==> src/rtl/pong_pkg.sv <==
// Shared Pong definitions: FSM states, direction type, flag bit positions and screen size.
package pong_pkg;

  typedef enum logic [1:0] {
    IDLE      = 2'd0,
    MOVE      = 2'd1,
    SCORED    = 2'd2,
    GAME_OVER = 2'd3
  } state_t;

  typedef enum logic {
    POS = 1'b0,
    NEG = 1'b1
  } dir_t;

  localparam int EDGE_BOTTOM = 0;
  localparam int EDGE_RIGHT  = 1;
  localparam int EDGE_TOP    = 2;
  localparam int EDGE_LEFT   = 3;

  localparam int COL_RX    = 0;
  localparam int COL_LX    = 1;
  localparam int COL_RY_LO = 2;
  localparam int COL_RY_HI = 4;
  localparam int COL_LY_LO = 5;
  localparam int COL_LY_HI = 7;

  localparam int SCREEN_W = 640;
  localparam int SCREEN_H = 480;

  // Modulo-2^32 step keeps ini+off correct for negative offsets.
  function automatic logic [31:0] step_offset(input logic [31:0] off, input dir_t dir,
                                              input logic [31:0] step);
    return (dir == POS) ? off + step : off - step;
  endfunction

endpackage

==> src/rtl/ball_motion_ctrl_score_keeper.sv <==
// Two saturating 4-bit player scores with synchronous clear and a win flag.
module ball_motion_ctrl_score_keeper #(
  parameter int WIN_SCORE = 9
) (
  input  logic       clk,
  input  logic       rst_n,
  input  logic       clr,
  input  logic       inc_l,
  input  logic       inc_r,
  output logic [3:0] score_l,
  output logic [3:0] score_r,
  output logic       win
);

  localparam logic [3:0] WIN_C = 4'(WIN_SCORE);

  always_ff @(posedge clk or negedge rst_n) begin
    if (!rst_n) begin
      score_l <= 4'd0;
      score_r <= 4'd0;
    end else if (clr) begin
      score_l <= 4'd0;
      score_r <= 4'd0;
    end else begin
      if (inc_l && (score_l < WIN_C)) score_l <= score_l + 4'd1;
      if (inc_r && (score_r < WIN_C)) score_r <= score_r + 4'd1;
    end
  end

  assign win = (score_l == WIN_C) || (score_r == WIN_C);

endmodule

==> src/rtl/ball_motion_ctrl.sv <==
// Per-frame ball motion, scoring, serve delay and game-over control for Pong.
// Optional macro BALL_SPEEDUP_EN: each paddle bounce raises step_x up to MAX_STEP_X.
//   state     | meaning
//   IDLE      | after reset, waiting for start
//   MOVE      | ball in play, offsets step on every frame_tick
//   SCORED    | point just scored, counting SERVE_DELAY frames before re-serve
//   GAME_OVER | a player reached WIN_SCORE, waiting for start
module ball_motion_ctrl
  import pong_pkg::*;
#(
  parameter int STEP_X      = 4,
  parameter int STEP_Y      = 2,
`ifdef BALL_SPEEDUP_EN
  parameter int MAX_STEP_X  = 12,
`endif
  parameter int SERVE_DELAY = 60,
  parameter int WIN_SCORE   = 9
) (
  input  logic        clk,
  input  logic        rst_n,
  input  logic        frame_tick,
  input  logic        start,
  input  logic [3:0]  ball_detect_edge,
  input  logic [7:0]  collision_detect,
  output logic [31:0] ball_off_x,
  output logic [31:0] ball_off_y,
  output logic [3:0]  score_l,
  output logic [3:0]  score_r,
  output logic        game_over,
  output logic        in_play
);

  localparam int               CNT_W      = $clog2(SERVE_DELAY + 1);
  localparam logic [CNT_W-1:0] SERVE_LOAD = CNT_W'(SERVE_DELAY - 1);
  localparam logic [31:0]      STEP_Y_W   = 32'(STEP_Y);
  localparam logic [7:0]       STEP_X_C   = 8'(STEP_X);

  state_t           state, state_nxt;
  dir_t             dir_x, dir_x_nxt;
  dir_t             dir_y, dir_y_nxt;
  dir_t             serve_dir, serve_dir_nxt;
  logic [CNT_W-1:0] cnt, cnt_nxt;
  logic [31:0]      off_x_nxt, off_y_nxt;
  logic             inc_l, inc_r, clr, win, point;
  logic             hit_r, hit_l;
  logic [7:0]       step_x;

  assign hit_r = collision_detect[COL_RX] & (|collision_detect[COL_RY_HI:COL_RY_LO]);
  assign hit_l = collision_detect[COL_LX] & (|collision_detect[COL_LY_HI:COL_LY_LO]);

`ifdef BALL_SPEEDUP_EN
  localparam logic [7:0] MAX_STEP_C = 8'(MAX_STEP_X);

  // dir_x only changes inside MOVE on an accepted bounce, so that marks a speed-up.
  always_ff @(posedge clk or negedge rst_n) begin
    if (!rst_n) begin
      step_x <= STEP_X_C;
    end else if ((state != MOVE) && (state_nxt == MOVE)) begin
      step_x <= STEP_X_C;
    end else if ((state == MOVE) && (dir_x_nxt != dir_x)) begin
      step_x <= (step_x >= MAX_STEP_C) ? MAX_STEP_C : step_x + 8'd1;
    end
  end
`else
  assign step_x = STEP_X_C;
`endif

  always_comb begin
    state_nxt     = state;
    dir_x_nxt     = dir_x;
    dir_y_nxt     = dir_y;
    serve_dir_nxt = serve_dir;
    cnt_nxt       = cnt;
    off_x_nxt     = ball_off_x;
    off_y_nxt     = ball_off_y;
    inc_l         = 1'b0;
    inc_r         = 1'b0;
    clr           = 1'b0;
    point         = 1'b0;
    case (state)
      IDLE, GAME_OVER: begin
        if (start) begin
          state_nxt = MOVE;
          off_x_nxt = 32'd0;
          off_y_nxt = 32'd0;
          dir_x_nxt = POS;
          dir_y_nxt = POS;
          clr       = 1'b1;
        end
      end
      MOVE: begin
        if (frame_tick) begin
          // Paddle hits outrank the same-side edge; direction tests block double bounces.
          if (hit_r && (dir_x == POS)) begin
            dir_x_nxt = NEG;
          end else if (hit_l && (dir_x == NEG)) begin
            dir_x_nxt = POS;
          end else if (!ball_detect_edge[EDGE_RIGHT]) begin
            inc_l         = 1'b1;
            serve_dir_nxt = POS;
            point         = 1'b1;
          end else if (!ball_detect_edge[EDGE_LEFT]) begin
            inc_r         = 1'b1;
            serve_dir_nxt = NEG;
            point         = 1'b1;
          end
          if (!ball_detect_edge[EDGE_BOTTOM] && (dir_y == POS)) begin
            dir_y_nxt = NEG;
          end else if (!ball_detect_edge[EDGE_TOP] && (dir_y == NEG)) begin
            dir_y_nxt = POS;
          end
          if (point) begin
            state_nxt = SCORED;
            cnt_nxt   = SERVE_LOAD;
          end else begin
            off_x_nxt = step_offset(ball_off_x, dir_x_nxt, 32'(step_x));
            off_y_nxt = step_offset(ball_off_y, dir_y_nxt, STEP_Y_W);
          end
        end
      end
      SCORED: begin
        if (frame_tick) begin
          if (cnt == '0) begin
            if (win) begin
              state_nxt = GAME_OVER;
            end else begin
              state_nxt = MOVE;
              off_x_nxt = 32'd0;
              off_y_nxt = 32'd0;
              dir_x_nxt = serve_dir;
            end
          end else begin
            cnt_nxt = cnt - CNT_W'(1);
          end
        end
      end
      default: state_nxt = IDLE;
    endcase
  end

  always_ff @(posedge clk or negedge rst_n) begin
    if (!rst_n) begin
      state      <= IDLE;
      dir_x      <= POS;
      dir_y      <= POS;
      serve_dir  <= POS;
      cnt        <= '0;
      ball_off_x <= 32'd0;
      ball_off_y <= 32'd0;
      in_play    <= 1'b0;
      game_over  <= 1'b0;
    end else begin
      state      <= state_nxt;
      dir_x      <= dir_x_nxt;
      dir_y      <= dir_y_nxt;
      serve_dir  <= serve_dir_nxt;
      cnt        <= cnt_nxt;
      ball_off_x <= off_x_nxt;
      ball_off_y <= off_y_nxt;
      in_play    <= (state_nxt == MOVE);
      game_over  <= (state_nxt == GAME_OVER);
    end
  end

  ball_motion_ctrl_score_keeper #(
    .WIN_SCORE (WIN_SCORE)
  ) u_score (
    .clk     (clk),
    .rst_n   (rst_n),
    .clr     (clr),
    .inc_l   (inc_l),
    .inc_r   (inc_r),
    .score_l (score_l),
    .score_r (score_r),
    .win     (win)
  );

endmodule

==> config.mk <==
export PLATFORM = sky130hd
export DESIGN_NAME = ball_motion_ctrl
export DESIGN_NICKNAME = d
export VERILOG_FILES = /design/src/rtl/pong_pkg.sv /design/src/rtl/ball_motion_ctrl_score_keeper.sv /design/src/rtl/ball_motion_ctrl.sv
export SDC_FILE = /design/constraint.sdc
export NUM_CORES = 1
export LEC_CHECK = 0
export CAP_MARGIN = 0
export CORE_ASPECT_RATIO = 1.25
export CORE_UTILIZATION = 46
export CTS_BUF_LIST = sky130_fd_sc_hd__clkbuf_4
export CTS_CLUSTER_DIAMETER = 30
export DETAILED_ROUTE_END_ITERATION = 8
export PLACE_DENSITY_LB_ADDON = 0.05
export SYNTH_ARGS = -nofsm -noshare
export SYNTH_HDL_FRONTEND = slang
export SYNTH_SLANG_ARGS = --single-unit
export TNS_END_PERCENT = 20
==> constraint.sdc <==
create_clock -name clk -period 7.9 [get_ports clk]
set_clock_uncertainty 0.1 [all_clocks]
set_input_delay 1.58 -clock clk [delete_from_list [all_inputs] [get_ports clk]]
set_output_delay 1.58 -clock clk [all_outputs]
set_load 0.03 [all_outputs]
======== After elaboration in Yosys (flattened, before gate mapping) ========
Index checks and enable logic that the tools add are counted.
word-level totals
  input bits .............................. 16
  bits in registers ....................... 85
operators by class
  add/sub/neg operators ................... 7
  bitwise operators ....................... 6
  muxes and demuxes ....................... 64
  order comparisons ....................... 2
  reductions and logical operators ........ 23
  equal/unequal tests ..................... 16
operators by type and width
  cell                                                 number
  two-way mux 32 bit                                   10
  case mux 32 bit (3 select lines)                     2
  two-way mux 1 bit                                    34
  adder 32 x 2 -> 32 bit (second input constant)       1
  adder 32 x 3 -> 32 bit (second input constant)       1
  subtractor 32 x 2 -> 32 bit (second input constant)  1
  subtractor 32 x 3 -> 32 bit (second input constant)  1
  two-way mux 6 bit                                    4
  inequality test 2 bit (second input constant)        9
  two-way mux 4 bit                                    4
  AND reduction 5 bit                                  3
  two-way mux 2 bit                                    6
  case mux 6 bit (2 select lines)                      1
  adder 4 x 1 -> 4 bit (second input constant)         2
  == test 4 bit (second input constant)                2
  less-than comparator 4 bit (second input constant)   2
  nonzero test 2 bit                                   4
  == test 2 bit (second input constant)                3
  logical AND 1 bit                                    6
  zero test 6 bit                                      1
  case mux 2 bit (3 select lines)                      1
  AND reduction 6 bit                                  1
  OR reduction 3 bit                                   2
  subtractor 6 x 1 -> 6 bit (second input constant)    1
  other kinds (10)                                     16

======== Depth between registers and ports, before layout ========
  depth in word-level cells ............... 11
  gate-level depth with buffers ........... 15
  mapped depth without buffers ............ 14

======== By module ========
A second synthesis with hierarchy kept.
unflattened totals
  cell total of the unflattened synthesis .. 759
  area total of the unflattened synthesis .. 6505.0 sq um
by module, submodules not included
  module                         cells each  area each (sq um)  instances
  ball_motion_ctrl               708         5974.5             1
  ball_motion_ctrl_score_keeper  51          530.5              1

======== Worst setup path before layout ========
OpenSTA, ideal clock, no wires.
  path kind ............................... input to register
  from .................................... input collision_detect[6]
  to ...................................... register ball_off_x[19]
  path slack .............................. 0.940 ns
  arrival ................................. 6.725 ns
  path buffers ............................ 0
  cell stages on the path ................. 12
  path through ............................ o311ai_0 > a21boi_0 > ha_1 > and3_1 > and3_1 > a311oi_2 > o21ai_1 > a21o_1 > a21o_1 > a311oi_2 > xor2_1 > o31ai_1
between the ends
  cells in the longest elaborated chain, start to end .. 11
RTL lines
  what                              RTL line                 RTL
  start, declared                   ball_motion_ctrl.sv:24   input logic [7:0] collision_detect,
  OR reduction 3 bit (*)            ball_motion_ctrl.sv:49   assign hit_l = collision_detect[COL_LX] & (|collision_detect[COL_LY_HI:COL_LY_LO]);
  bitwise AND 1 bit (*)             ball_motion_ctrl.sv:49
  logical AND 1 bit (*)             ball_motion_ctrl.sv:96   end else if (hit_l && (dir_x == NEG)) begin
  two-way mux 1 bit                 ball_motion_ctrl.sv:96
  two-way mux 1 bit                 ball_motion_ctrl.sv:94   if (hit_r && (dir_x == POS)) begin
  two-way mux 1 bit                 ball_motion_ctrl.sv:92   if (frame_tick) begin
  two-way mux 1 bit                 ball_motion_ctrl.sv:80   case (state)
  two-way mux 32 bit                pong_pkg.sv:34           return (dir == POS) ? off + step : off - step;
  two-way mux 32 bit                ball_motion_ctrl.sv:112  if (point) begin
  two-way mux 32 bit                ball_motion_ctrl.sv:92
  case mux 32 bit (3 select lines)  ball_motion_ctrl.sv:80
  end signal, assigned              ball_motion_ctrl.sv:158  ball_off_x <= off_x_nxt;
  end, declared                     ball_motion_ctrl.sv:25   output logic [31:0] ball_off_x,
Mark *: on every way between the ends. The rest lies on a longest branch, timed or not. The select of a mux whose other input is x is not followed.
A chain may end at the register's enable or synchronous reset.

======== Worst setup path in the final report ========
  from .................................... input ball_detect_edge[2]
  to ...................................... register ball_off_y[21]
between the ends
  cells in the longest elaborated chain, start to end .. 10
RTL lines
  what                              RTL line                 RTL
  start, declared                   ball_motion_ctrl.sv:23   input logic [3:0] ball_detect_edge,
  zero test 1 bit                   ball_motion_ctrl.sv:109  end else if (!ball_detect_edge[EDGE_TOP] && (dir_y == NEG)) begin
  logical AND 1 bit                 ball_motion_ctrl.sv:109
  two-way mux 1 bit                 ball_motion_ctrl.sv:109
  two-way mux 1 bit                 ball_motion_ctrl.sv:107  if (!ball_detect_edge[EDGE_BOTTOM] && (dir_y == POS)) begin
  two-way mux 1 bit                 ball_motion_ctrl.sv:92
  two-way mux 1 bit                 ball_motion_ctrl.sv:80
  two-way mux 32 bit                pong_pkg.sv:34
  two-way mux 32 bit                ball_motion_ctrl.sv:112
  two-way mux 32 bit                ball_motion_ctrl.sv:92
  case mux 32 bit (3 select lines)  ball_motion_ctrl.sv:80
  end signal, assigned              ball_motion_ctrl.sv:159  ball_off_y <= off_y_nxt;
  end, declared                     ball_motion_ctrl.sv:26   output logic [31:0] ball_off_y,
No other way between the ends. The select of a mux whose other input is x is not followed.

==> impl_metrics.prom <==
# TYPE chip_impl_metric gauge
chip_impl_metric{name="clkSlewWorstSetupHoldPaths",unit="ps"} 140
chip_impl_metric{name="drv_cap",unit=""} 0
chip_impl_metric{name="area_delta_synth_final",unit="%"} 17.3
chip_impl_metric{name="yosys_warnings",unit=""} 0
chip_impl_metric{name="count_of_input_and_output_buffers",unit=""} 86
chip_impl_metric{name="fmax",unit="GHz"} 0.182
chip_impl_metric{name="synth.mux.area_fraction",unit="%"} 0.764
chip_impl_metric{name="fraction_of_synthesized_cell_area_taken_by_the_top_area_cell_type",unit="%"} 31.3
chip_impl_metric{name="final.setup.tns",unit="ps"} 0
chip_impl_metric{name="clkSinkCount",unit=""} 82
chip_impl_info{name="cts_tree",value="built"} 1
chip_impl_metric{name="largest_net_degree_at_the_start_of_global_routing",unit=""} 56
chip_impl_metric{name="seq_area_frac_synth",unit="%"} 31.3
chip_impl_info{name="type_of_the_most_critical_hold_path",value="reg -> reg"} 1
chip_impl_metric{name="power.leakage",unit="nW"} 3.56
chip_impl_metric{name="grt_antenna_before_repair",unit=""} 1
chip_impl_metric{name="number_of_enable_type_register_cells_in_the_synthesized_netlist",unit=""} 0
chip_impl_metric{name="post-cts-setup-buffer-count",unit=""} 0
chip_impl_metric{name="final_antenna_net_count",unit=""} 0
chip_impl_metric{name="layout.filler_cells",unit=""} 1318
chip_impl_metric{name="ctsResizeCount",unit=""} 0
chip_impl_metric{name="synth-seq-cells",unit=""} 82
chip_impl_metric{name="worstSkewPairLatency",unit="ps"} 480
chip_impl_metric{name="num-nets-final",unit=""} 934
chip_impl_metric{name="synth.cell_area",unit="um2"} 6560
chip_impl_info{name="ys.flop_type",value="sky130_fd_sc_hd__dfrtp_1"} 1
chip_impl_metric{name="grt_first_pass_wirelength",unit="mm"} 26.7
chip_impl_metric{name="post_route_cells_drive_above_1_share",unit="%"} 4.25
chip_impl_metric{name="htreeDepth",unit=""} 3
chip_impl_metric{name="ctsHoldBuffers",unit=""} 0
chip_impl_metric{name="die_x",unit="um"} 109
chip_impl_metric{name="worst_slew_margin_rel",unit="%"} 24.3
chip_impl_metric{name="worst_reg2reg_setup_slack",unit="ps"} 3460
chip_impl_metric{name="vias_in_the_first_global_route",unit=""} 5631
chip_impl_info{name="layout.cells.most_common_list",value="sky130_fd_sc_hd__nand2_1 (109), sky130_fd_sc_hd__clkdlybuf4s50_1 (85), sky130_fd_sc_hd__dfrtp_1 (82), sky130_fd_sc_hd__ha_1 (73), sky130_fd_sc_hd__o21ai_0 (70)"} 1
chip_impl_info{name="rsz_0062_raised_after_global_routing",value="no"} 1
chip_impl_metric{name="remaining_drc_errors",unit=""} 0
chip_impl_metric{name="floorplan.die_area",unit="um2"} 14700
chip_impl_metric{name="drt_iter0_markers",unit=""} 225
chip_impl_metric{name="groute.usage.overall",unit="%"} 22.8
chip_impl_metric{name="worstMarginPinSlew",unit="ps"} 1130
chip_impl_metric{name="hold_viol",unit=""} 0
chip_impl_metric{name="synthXorXnorAreaFrac",unit="%"} 6.95
chip_impl_metric{name="post_synth_inst_count",unit=""} 776
chip_impl_info{name="critical_path_class",value="in -> reg"} 1
chip_impl_metric{name="power.density",unit="nW/um2"} 434
chip_impl_info{name="worstSetupEndpointType",value="flip-flop"} 1
chip_impl_metric{name="wl",unit="mm"} 16.0
chip_impl_metric{name="synth_compound_area_share",unit="%"} 26.3
chip_impl_metric{name="asyncSetResetFlopFracSynth",unit="%"} 100
chip_impl_metric{name="numCtsBuffers",unit=""} 9
chip_impl_metric{name="critical_path_arrival",unit="ps"} 5780
chip_impl_metric{name="synth_cell_type_count",unit=""} 69
chip_impl_info{name="leading_cell_type_in_the_layout_fill_and_taps_excluded",value="sky130_fd_sc_hd__nand2_1"} 1
chip_impl_metric{name="routed_via_density",unit=""} 5.74
chip_impl_metric{name="dieHeight",unit="um"} 135
chip_impl_info{name="run_status",value="completed"} 1
chip_impl_metric{name="io_pins",unit=""} 90
chip_impl_info{name="start_kind",value="primary input"} 1
chip_impl_metric{name="post-route-period-util",unit="%"} 69.5
chip_impl_info{name="combinational_family_with_the_most_area_after_synthesis",value="compound AO/OA/AOI/OAI gates"} 1
chip_impl_metric{name="core_ar",unit="um2"} 13900
chip_impl_info{name="synth_area_leader_cell",value="sky130_fd_sc_hd__dfrtp_1"} 1
chip_impl_metric{name="post_synth_fa_ha_maj_area_fraction",unit="%"} 14.5
chip_impl_metric{name="route.vias.total",unit=""} 5878
chip_impl_metric{name="peakVddDrop",unit="uV"} 184
chip_impl_metric{name="synth_simple_gate_area_share",unit="%"} 16.3
chip_impl_metric{name="initial_core_util",unit="%"} 47.2
chip_impl_metric{name="clockBufferDepth",unit=""} 2
chip_impl_metric{name="wl_per_cell",unit="um"} 15.6
chip_impl_metric{name="number_of_max_slew_violations_in_the_final_report",unit=""} 0
chip_impl_metric{name="period_needed",unit="ps"} 5490
chip_impl_metric{name="setup_viol",unit=""} 0
chip_impl_info{name="clockRootBuffer",value="sky130_fd_sc_hd__clkbuf_4"} 1
chip_impl_metric{name="required",unit="ps"} 8190
chip_impl_metric{name="fp-row-count",unit=""} 48
chip_impl_metric{name="dp_hpwl",unit="mm"} 11.6
chip_impl_metric{name="avg_inst_size_synth",unit="um2"} 8.45
chip_impl_metric{name="drt_pre_antenna_iters",unit=""} 4
chip_impl_metric{name="path_max_fanout",unit=""} 18
chip_impl_info{name="netlist_top_cells_area",value="sky130_fd_sc_hd__dfrtp_1 (31%), sky130_fd_sc_hd__ha_1 (14%), sky130_fd_sc_hd__nand2_1 (6.2%), sky130_fd_sc_hd__o21ai_0 (5.3%), sky130_fd_sc_hd__a21oi_1 (4.6%)"} 1
chip_impl_metric{name="hold_slack",unit="ps"} 424
chip_impl_metric{name="globalRoute.totalOverflow",unit=""} 0
chip_impl_metric{name="rd_place_congestion",unit=""} 0.874
-- final timing paths --
path,from,to,cells after the start
max in group asynchronous,rst_n,ball_off_y[7],2
worst max register to register,dir_y,ball_off_y[21],14
worst min register to register,serve_dir,serve_dir,1
worst max-delay path,ball_detect_edge[2],ball_off_y[21],14
min in group asynchronous,rst_n,ball_off_y[15],1
worst min-delay path,serve_dir,serve_dir,1
-- worst max-delay path, cell delays in order --
cell and delay [ps]:
sky130_fd_sc_hd__clkdlybuf4s50_1 390, sky130_fd_sc_hd__o21ai_0 510, sky130_fd_sc_hd__inv_1 440, sky130_fd_sc_hd__buf_4 340
sky130_fd_sc_hd__fa_1 440, sky130_fd_sc_hd__a211o_1 350, sky130_fd_sc_hd__a211oi_1 420, sky130_fd_sc_hd__o21bai_1 140
sky130_fd_sc_hd__a21oi_1 320, sky130_fd_sc_hd__o31ai_1 150, sky130_fd_sc_hd__a21oi_1 240, sky130_fd_sc_hd__o21ai_0 150
sky130_fd_sc_hd__xnor2_1 140, sky130_fd_sc_hd__o21ai_0 160
-- synth_stat cells, types with 10 or more instances --
master                     count
sky130_fd_sc_hd__nand2_1     109
sky130_fd_sc_hd__dfrtp_1      82
sky130_fd_sc_hd__ha_1         73
sky130_fd_sc_hd__o21ai_0      70
sky130_fd_sc_hd__a21oi_1      60
sky130_fd_sc_hd__nor2_1       43
sky130_fd_sc_hd__a21o_1       34
sky130_fd_sc_hd__xor2_1       31
sky130_fd_sc_hd__clkbuf_1     27
sky130_fd_sc_hd__inv_1        23
sky130_fd_sc_hd__o31ai_1      22
sky130_fd_sc_hd__nand3_1      21
sky130_fd_sc_hd__xnor2_1      21
sky130_fd_sc_hd__a31oi_1      14
sky130_fd_sc_hd__nand4_1      10
sky130_fd_sc_hd__o21a_1       10
-- through the flow --
| step | setup WS, ps | power (W) | std cells | utilization [%] | instance area [um2] |
|---|---|---|---|---|---|
| 2_1_floorplan | 940 | 0.00241 | 778 | - | 6560 |
| 3_3_place_gp | 2030 | 0.00302 | 1007 | 54.3 | 7530 |
| 3_5_place_dp | 1970 | 0.00306 | 1007 | 54.3 | 7530 |
| 4_1_cts | 2460 | 0.00336 | 1023 | 55.4 | 7690 |
| 5_1_grt | 2110 | 0.00364 | 1024 | 55.4 | 7690 |
| 6_report | 2410 | 0.00334 | 1024 | 55.4 | 7690 |
-- registers in the layout, summed over array words and instances, names as in the netlist, 2 cells and up --
name / flops
ball_off_y: 31
state: 2
ball_off_x: 30
u_score.score_r: 4
u_score.score_l: 4
cnt: 6
-- routing by layer --
metal | global-route usage, % | up-vias | share of wire [%]
li1 | - | 2940 | -
met1 | 29.1 | 2788 | 46
met2 | 39.0 | 135 | 50
met3 | 3.17 | 15 | 3.5
met4 | 7.66 | 0 | 1.3
met5 | 0 | - | 0
-- kinds of logic (layout without fill, tap and decap cells) --
kind of cell,Yosys count,in the layout
compound gates,265,265
simple gates,235,235
flops,82,82
fa+ha+maj,75,75
buf+inv,61,131
xor+xnor,52,52
mux,5,5
other cells,1,4
-- power breakdown --
| group | switching [W] | total, W | internal [W] |
|---|---|---|---|
| registers | 0.000142 | 0.000708 | 0.000567 |
| clock network | 0.000158 | 0.000288 | 0.000130 |
| logic | 0.00143 | 0.00234 | 0.000915 |
-- layout make-up --
type                    count  area [um2]  area share [%]
diodes                      1        2.50          0.0325
repair buffers             92         903            11.7
clock inverters             6        81.3            1.06
clock buffers              10        75.1           0.976
inverters                  23        86.3            1.12
well taps                 175         219            2.85
multi-input cells         635        4270            55.5
flip-flops and latches     82        2050            26.7
Power figures use the tool's default switching activity.
